$ cat config.mk
export PLATFORM = sky130hd
export DESIGN_NAME = mc_ctrl
export DESIGN_NICKNAME = d
export VERILOG_FILES = /design/src/rtl/mc_ctrl_pkg.sv /design/src/rtl/mc_ctrl_instr_decode.sv /design/src/rtl/mc_ctrl.sv
export SDC_FILE = /design/constraint.sdc
export NUM_CORES = 1
export LEC_CHECK = 0
export CORE_MARGIN = 2
export CORE_UTILIZATION = 40
export CTS_CLUSTER_DIAMETER = 80
export DETAILED_ROUTE_END_ITERATION = 16
export PLACE_DENSITY = 0.82
export SYNTH_ARGS = -nofsm -noshare
export SYNTH_HDL_FRONTEND = slang
export SYNTH_SLANG_ARGS = --single-unit
export TNS_END_PERCENT = 20
$ cat constraint.sdc
create_clock -name clk -period 2.1 [get_ports clk]
set_input_delay 0.21 -clock clk [delete_from_list [all_inputs] [get_ports clk]]
set_output_delay 0.21 -clock clk [all_outputs]
set_load 0.01 [all_outputs]
$ cat src/rtl/mc_ctrl_pkg.sv
`default_nettype none
// +----------------------------------------------------------------------------+
// | ctrl_pkg : shared encodings for the multi-cycle MIPS controller            |
// | Rev 1.0                                                                    |
// +----------------------------------------------------------------------------+
package ctrl_pkg;

  typedef enum logic [2:0] {
    S_IDLE   = 3'd0,
    S_FETCH  = 3'd1,
    S_DECODE = 3'd2,
    S_EXE    = 3'd3,
    S_MEM    = 3'd4,
    S_WB     = 3'd5
  } state_t;

  localparam logic [5:0] OP_RTYPE = 6'b000000;
  localparam logic [5:0] OP_ORI   = 6'b001101;
  localparam logic [5:0] OP_LW    = 6'b100011;
  localparam logic [5:0] OP_SW    = 6'b101011;
  localparam logic [5:0] OP_BEQ   = 6'b000100;
  localparam logic [5:0] OP_LUI   = 6'b001111;
  localparam logic [5:0] OP_J     = 6'b000010;
  localparam logic [5:0] OP_JAL   = 6'b000011;

  localparam logic [5:0] FN_ADDU  = 6'b100001;
  localparam logic [5:0] FN_SUBU  = 6'b100011;
  localparam logic [5:0] FN_JR    = 6'b001000;

  localparam logic [1:0] NPC_PC4  = 2'b00;
  localparam logic [1:0] NPC_BR   = 2'b01;
  localparam logic [1:0] NPC_JMP  = 2'b10;
  localparam logic [1:0] NPC_JR   = 2'b11;

  localparam logic [1:0] EXT_ZERO = 2'b00;
  localparam logic [1:0] EXT_SIGN = 2'b01;
  localparam logic [1:0] EXT_LUI  = 2'b10;

  localparam logic [1:0] ALU_ADD  = 2'b00;
  localparam logic [1:0] ALU_SUB  = 2'b01;
  localparam logic [1:0] ALU_OR   = 2'b10;

  localparam logic [1:0] DST_RT   = 2'b00;
  localparam logic [1:0] DST_RD   = 2'b01;
  localparam logic [1:0] DST_RA   = 2'b10;

  localparam logic [1:0] WD_ALU   = 2'b00;
  localparam logic [1:0] WD_MEM   = 2'b01;
  localparam logic [1:0] WD_PC4   = 2'b10;

endpackage
`default_nettype wire

$ cat src/rtl/mc_ctrl_instr_decode.sv
`default_nettype none
// +----------------------------------------------------------------------------+
// | instr_decode : maps the IR contents to instruction class flags             |
// | Rev 1.0                                                                    |
// +----------------------------------------------------------------------------+
module instr_decode
  import ctrl_pkg::*;
(
  input  logic [31:0] instr,
  output logic        is_rtype,
  output logic        is_subu,
  output logic        is_ori,
  output logic        is_lui,
  output logic        is_lw,
  output logic        is_sw,
  output logic        is_beq,
  output logic        is_j,
  output logic        is_jal,
  output logic        is_jr,
  output logic        is_nop
);

  logic [5:0] op;
  logic [5:0] funct;
  logic       unused_bits;

  assign op          = instr[31:26];
  assign funct       = instr[5:0];
  assign unused_bits = ^instr[25:6];

  assign is_subu  = (op == OP_RTYPE) && (funct == FN_SUBU);
  assign is_rtype = (op == OP_RTYPE) && ((funct == FN_ADDU) || (funct == FN_SUBU));
  assign is_jr    = (op == OP_RTYPE) && (funct == FN_JR);
  assign is_ori   = (op == OP_ORI);
  assign is_lui   = (op == OP_LUI);
  assign is_lw    = (op == OP_LW);
  assign is_sw    = (op == OP_SW);
  assign is_beq   = (op == OP_BEQ);
  assign is_j     = (op == OP_J);
  assign is_jal   = (op == OP_JAL);
  // Anything unrecognised, including unsupported R-type functs, retires as a NOP.
  assign is_nop   = ~(is_rtype | is_jr | is_ori | is_lui | is_lw | is_sw |
                      is_beq | is_j | is_jal);

endmodule
`default_nettype wire

$ cat src/rtl/mc_ctrl.sv
`default_nettype none
// +----------------------------------------------------------------------------+
// | mc_ctrl : multi-cycle MIPS main controller with retired-instruction count  |
// | Rev 1.0                                                                    |
// +----------------------------------------------------------------------------+
module mc_ctrl
  import ctrl_pkg::*;
#(
  parameter int CNT_W = 32
) (
  input  logic             clk,
  input  logic             reset,
  input  logic [31:0]      instr,
  input  logic             zero,
  input  logic             mem_ack,
  output logic             ir_wr,
  output logic             pc_wr,
  output logic [1:0]       npc_op,
  output logic [1:0]       ext_op,
  output logic [1:0]       alu_op,
  output logic             alu_src,
  output logic             reg_wr,
  output logic [1:0]       reg_dst,
  output logic [1:0]       wd_sel,
  output logic             mem_req,
  output logic             mem_wr,
  output logic             instr_done,
  output logic [CNT_W-1:0] instr_cnt
);

  state_t state;
  state_t next_state;

  logic is_rtype, is_subu, is_ori, is_lui, is_lw, is_sw;
  logic is_beq, is_j, is_jal, is_jr, is_nop;
  logic jump_class;
  logic retire;
  logic [1:0] ext_sel;
  logic [1:0] alu_sel;
  logic       src_sel;

  instr_decode u_decode (
    .instr    (instr),
    .is_rtype (is_rtype),
    .is_subu  (is_subu),
    .is_ori   (is_ori),
    .is_lui   (is_lui),
    .is_lw    (is_lw),
    .is_sw    (is_sw),
    .is_beq   (is_beq),
    .is_j     (is_j),
    .is_jal   (is_jal),
    .is_jr    (is_jr),
    .is_nop   (is_nop)
  );

  assign jump_class = is_j | is_jal | is_jr | is_nop;
  assign ext_sel    = is_lui ? EXT_LUI :
                      (is_lw | is_sw | is_beq) ? EXT_SIGN : EXT_ZERO;
  assign alu_sel    = (is_subu | is_beq) ? ALU_SUB : (is_ori ? ALU_OR : ALU_ADD);
  assign src_sel    = is_ori | is_lui | is_lw | is_sw;

  always_ff @(posedge clk or posedge reset) begin
    if (reset) begin
      state <= S_IDLE;
    end else begin
      state <= next_state;
    end
  end

  always_comb begin
    next_state = state;
    case (state)
      S_IDLE:   next_state = S_FETCH;
      S_FETCH:  next_state = S_DECODE;
      S_DECODE: next_state = jump_class ? S_FETCH : S_EXE;
      S_EXE: begin
        if (is_beq)              next_state = S_FETCH;
        else if (is_lw || is_sw) next_state = S_MEM;
        else                     next_state = S_WB;
      end
      S_MEM: begin
        if (mem_ack) next_state = is_lw ? S_WB : S_FETCH;
      end
      S_WB:     next_state = S_FETCH;
      default:  next_state = S_IDLE;
    endcase
  end

  always_comb begin
    ir_wr   = 1'b0;
    retire  = 1'b0;
    npc_op  = NPC_PC4;
    ext_op  = EXT_ZERO;
    alu_op  = ALU_ADD;
    alu_src = 1'b0;
    reg_wr  = 1'b0;
    reg_dst = DST_RT;
    wd_sel  = WD_ALU;
    mem_req = 1'b0;
    mem_wr  = 1'b0;
    if (state == S_DECODE || state == S_EXE || state == S_MEM || state == S_WB) begin
      ext_op = ext_sel;
    end
    // ALU controls stay live through MEM so the memory address is stable.
    if (state == S_EXE || state == S_MEM) begin
      alu_op  = alu_sel;
      alu_src = src_sel;
    end
    case (state)
      S_FETCH: ir_wr = 1'b1;
      S_DECODE: begin
        if (jump_class) begin
          retire = 1'b1;
          if (is_j || is_jal) npc_op = NPC_JMP;
          else if (is_jr)     npc_op = NPC_JR;
          if (is_jal) begin
            reg_wr  = 1'b1;
            reg_dst = DST_RA;
            wd_sel  = WD_PC4;
          end
        end
      end
      S_EXE: begin
        if (is_beq) begin
          retire = 1'b1;
          npc_op = zero ? NPC_BR : NPC_PC4;
        end
      end
      S_MEM: begin
        mem_req = 1'b1;
        mem_wr  = is_sw;
        retire  = is_sw & mem_ack;
      end
      S_WB: begin
        retire  = 1'b1;
        reg_wr  = 1'b1;
        reg_dst = is_rtype ? DST_RD : DST_RT;
        wd_sel  = is_lw ? WD_MEM : WD_ALU;
      end
      default: ;
    endcase
  end

  assign pc_wr      = retire;
  assign instr_done = retire;

  always_ff @(posedge clk or posedge reset) begin
    if (reset) begin
      instr_cnt <= '0;
    end else if (retire) begin
      instr_cnt <= instr_cnt + CNT_W'(1);
    end
  end

endmodule
`default_nettype wire

* Yosys cells after proc, flatten, opt, wreduce, memory -nomap -nowiden *
Index checks and enable logic that the tools add are counted.

storage, ports and cells
  register bits after elaboration = 35
  input bits = 36
  output and inout bits = 49
  logic and storage cells = 85

cells by class
  $add $sub $neg = 1
  equality and inequality tests = 16
  multiplexer cells = 34
  bitwise logic cells = 19
  reductions and logical operators = 13

operators with widths
  operator               count
  $add 32x1->32 const B  1
  $eq 6x6->1 const B     4
  $mux 2                 11
  $eq 6x4->1 const B     3
  $or 1x1->1             17
  $pmux 3 s5             1
  $mux 1                 14
  $eq 6x2->1 const B     2
  $pmux 2 s2             3
  $mux 3                 3
  $logic_or 1x1->1       7
  $eq 3x2->1 const B     2
  $eq 3x3->1 const B     2
  $eq 6x3->1 const B     1
  $logic_not 6->1        1
  $pmux 1 s4             1
  $eq 3x1->1 const B     1
  $logic_and 1x1->1      3
  $logic_not 3->1        1
  $ne 2x2->1 const B     1
  $pmux 1 s2             1
  $reduce_or 2->1        1
  $and 1x1->1            1
  $not 1->1              1

* Longest topological paths before layout *
  depth after elaboration = 15
  gate-level depth with buffers = 9
  gate-level depth less buffers = 7

* Hierarchy *
Synthesis repeated with hierarchy kept, for this count alone.

second synthesis, totals
  cells, all modules = 226
  area total of the unflattened synthesis = 2082.0 um^2

modules (own cells, without submodules)
  module        instances  cells each  area each (um^2)  sequential area each (um^2)
  mc_ctrl       1          197         1894.3            875.8
  instr_decode  1          29          187.7             0.0

* Worst setup path after synthesis *
OpenSTA, ideal clock, no wires.

  path type = reg-to-reg
  from = register state[0]
  to = register instr_cnt[20]
  setup time = 0.126 ns
  arrival time = 1.757 ns
  data required time = 1.974 ns
  setup slack = 0.216 ns
  cell stages (with the launch flop) = 9
  path buffers = 2
  clock period less this slack = 1.884 ns
  cells stage by stage = dfrtp_1 > buf_6 > nor3b_4 > nand4_2 > o221ai_2 > o21ai_2 > buf_6 > or2_2 > xnor2_1

on the way
  longest elaborated chain between the ends = 2
  elaborated cells on any way between the ends = 5
  classes of those cells = eq/ne (4); mux (1)

RTL lines
  what                                             RTL line        text
  start, declared                                  mc_ctrl.sv:31   state_t state;
  start signal, assigned                           mc_ctrl.sv:67   state <= next_state;
  $eq 3x3->1 / $eq 3x2->1 (equally long branches)  mc_ctrl.sv:110  case (state)
  $pmux 1 s4 (*)                                   mc_ctrl.sv:110
  end signal, assigned                             mc_ctrl.sv:152  instr_cnt <= instr_cnt + CNT_W'(1);
  end, declared                                    mc_ctrl.sv:28   output logic [CNT_W-1:0] instr_cnt

Mark *: on every way between the ends. The rest lies on a longest branch, timed or not.
A chain may end at the register's enable or synchronous reset.

* Final worst setup path *
  from = register state[1]
  to = output wd_sel[0]

on the way
  longest elaborated chain between the ends = 2
  elaborated cells on any way between the ends = 3
  classes of those cells = eq/ne (2); mux (1)

RTL lines
  what                                             RTL line        text
  $eq 3x3->1 / $eq 3x2->1 (equally long branches)  mc_ctrl.sv:110
  $pmux 2 s2 (*)                                   mc_ctrl.sv:110
  end, declared                                    mc_ctrl.sv:24   output logic [1:0] wd_sel,

Marked as above.

==> impl_results.md <==
- Fin Hold WS: 307 ps
- Yosys warning total: 0
- DRT iter0 DRCs: 146
- Yosys cell types: 43
- Post-synthesis sequential area ratio: 43.0%
- Post-synth top flop: dfrtp_1
- Share of cells above drive strength 1: 20.7%
- Clock Skews: 7.31 ps
- Vias: 1,907
- Final Core Density: 63.6%
- Async SR Flop Fraction: 100%
- Initial Util: 42.3%
- Die Y: 75.3 um
- WL final: 5510 um
- CTS Hold Bufs: 0
- Pwr/cell area: 704 nW/um^2
- Final setup fails: 0
- Max cap viols: 0
- Max Clk Rate: 0.500 GHz
- Remaining DRCs: 0
- Vias in the first global route: 1,913
- Syn Nets: 250
- Post-Synthesis Cells: 211
- Routed Antenna Nets: 0
- VDD IR max: 0.000574 V
- Crit-path cells: nand2b_1 -> or2_2 -> nor3_1 -> dlygate4sd2_1
- Placeable Area: 4820 um^2
- CTS H-tree lvls: 2
- Seq cells post-synth: 35
- Dpl ws: -219 ps
- TritonRoute pass-1 iters: 4
- Critical Path Start Type: register
- Hold Path Class: in2async
- Setup Crit Path Kind: reg2out
- Average cell area after synthesis: 9.65 um^2
- GRT Residual Overflow: 0
- Fin area: 3060 um^2
- Die X: 75.3 um
- Number of failing hold endpoints at the final stage: 0
- Ant diodes: 0
- DIE AREA: 5680 um^2
- Critical Path RT: 1890 ps
- CP max FO: 4
- Layout area overhead: 50.5%
- Drt via density: 5.14
- First-pass GRT wire length: 8980 um
- Total CTS buffers: 5
- Tcrit/Tclk final: 95.2%
- IO Pins: 85
- Number of synthesized flops with an enable pin: 0
- CTS tree: done
- CP arrival: 1790 ps
- Crit path time final: 2000 ps
- CP max stage delay: 430 ps
- Outcome: finished clean
- Port Buf Inserts: 64
- Largest net degree at the start of global routing: 36
- Share of the synthesized area in the top cell type: 43.0%
- CP max stage cell: dfrtp_1
- # clock sinks: 35
- Max clock buf depth: 2
- CTS Root Cell: clkbuf_8
- Final-stage net count: 342
- Clk_lat worst skew: 290 ps
- Cell taking the most area after synthesis: dfrtp_1
- Worst-path clk slew: 70 ps
- Setup ws final: 101 ps
- GRT Overall Usage: 20.8%
- DPL Wire Length: 4120 um
- Slew Limit Fails: 0
- Largest cells by area after synthesis: dfrtp_1 (43%), xor2_1 (6.9%), xnor2_1 (6.5%), nor3_1 (4.4%), nand3_1 (4.2%)
- Placed Area: 2920 um^2
- # rows: 25
- Netlist Area Pre-Place: 2040 um^2
- Slew margin rel.: 69.7%
- Placer Congestion: 0.915
- Avg WL per Cell: 14.8 um
- Initial antenna violation count: 0
- P_leak: 1.52 nW
- Slew @ Worst Pin: 453 ps
- Worst Setup End Kind: output port
[state kept, by name (all words and copies together) (netlist names)]
register and cells:
state 3, instr_cnt 32
[per-layer routing]
metal | vias up | part of all wire (%) | global-route usage [%]
li1 | 923 | - | -
met1 | 912 | 42 | 26.8
met2 | 55 | 51 | 34.7
met3 | 17 | 4.1 | 3.97
met4 | 0 | 2.7 | 8.19
met5 | - | 0 | 0
[worst max-delay path, delay by kind of cell (launching register included)]
kind	cells	cell delay, ps
buffers and inverters	1	310
DFF	1	430
and+or+nand+nor	3	760
[cells in the mapped netlist, types with 2 or more instances]
library cell  instances
xnor2_1              15
and3_1                8
and3b_1               2
nand3_1              17
nor4_2                5
ha_1                  3
buf_6                 2
o22ai_1               2
inv_1                10
nand2b_1              2
dfrtp_1              35
nand4_1               8
nor3_1               18
nor2_1               11
buf_4                 3
or2_2                 3
buf_2                 2
nand3b_1              2
nor2b_1               3
a21oi_1               3
nand2_1              20
xor2_1               16
[cell type report]
class | count | area (um^2)
clock inverters | 1 | 5.00
clock buffers | 7 | 76.3
fillers | 409 | 1750
inverters | 11 | 41.3
repair buffers | 93 | 865
flip-flops and latches | 35 | 877
well taps | 67 | 83.8
multi-input cells | 157 | 1110
[per-stage QoR]
stage / power, mW / cells / setup TNS, ps
finish: 2.16 / 371 / 0
global route: 2.29 / 371 / -1.23
CTS: 2.15 / 371 / -279
detailed placement: 1.67 / 363 / -4410
global placement: 1.65 / 363 / -3040
floorplan: 1.29 / 211 / 0
[final timing paths]
kind                            cells after the start          start            end  slack [ps]
min in group clk                                    1  instr_cnt[31]  instr_cnt[31]         480
worst max register to register                      8       state[0]  instr_cnt[12]         120
worst min-delay path                                3          reset  instr_cnt[16]         310
max in group asynchronous                           3          reset       state[2]        1460
worst min register to register                      1  instr_cnt[31]  instr_cnt[31]         480
worst max-delay path                                4       state[1]      wd_sel[0]         100
[where the power goes]
group          switching (mW)  internal (mW)
sequential             0.0921          0.742
combinational           0.429          0.426
clock                   0.235          0.232
[cell usage in the layout (no fill, tap or decap), types with 3 or more instances in the layout]
master / count
nor2_1: 11
or2_2: 3
nand4_1: 8
buf_4: 29
clkdlybuf4s50_1: 45
nand3_1: 16
ha_1: 3
nand2_1: 20
dlygate4sd2_1: 11
inv_1: 10
dlymetal6s2s_1: 8
xnor2_1: 15
nor4_2: 6
xor2_1: 16
nor3_1: 17
dfrtp_1: 34
clkbuf_8: 5
and3_1: 7
[cells by family after synthesis]
group / after synthesis / share of synthesized area, %
and+or+nand+nor: 107 / 31.0
DFF: 35 / 43.0
xor gates and xnor gates: 31 / 13.3
buffers and inverters: 19 / 4.92
AOI/OAI and AO/OA: 16 / 5.90
adders and majority gates: 3 / 1.84
[what timing repair did]
| item | 4_1_cts | 5_1_grt |
|---|---|---|
| resized for setup | 16 | 17 |
| buffers inserted | 0 | 0 |
| pin swaps | 3 | 4 |
| endpoints found under the setup margin | 14 | 13 |
Power figures use the tool's default switching activity.
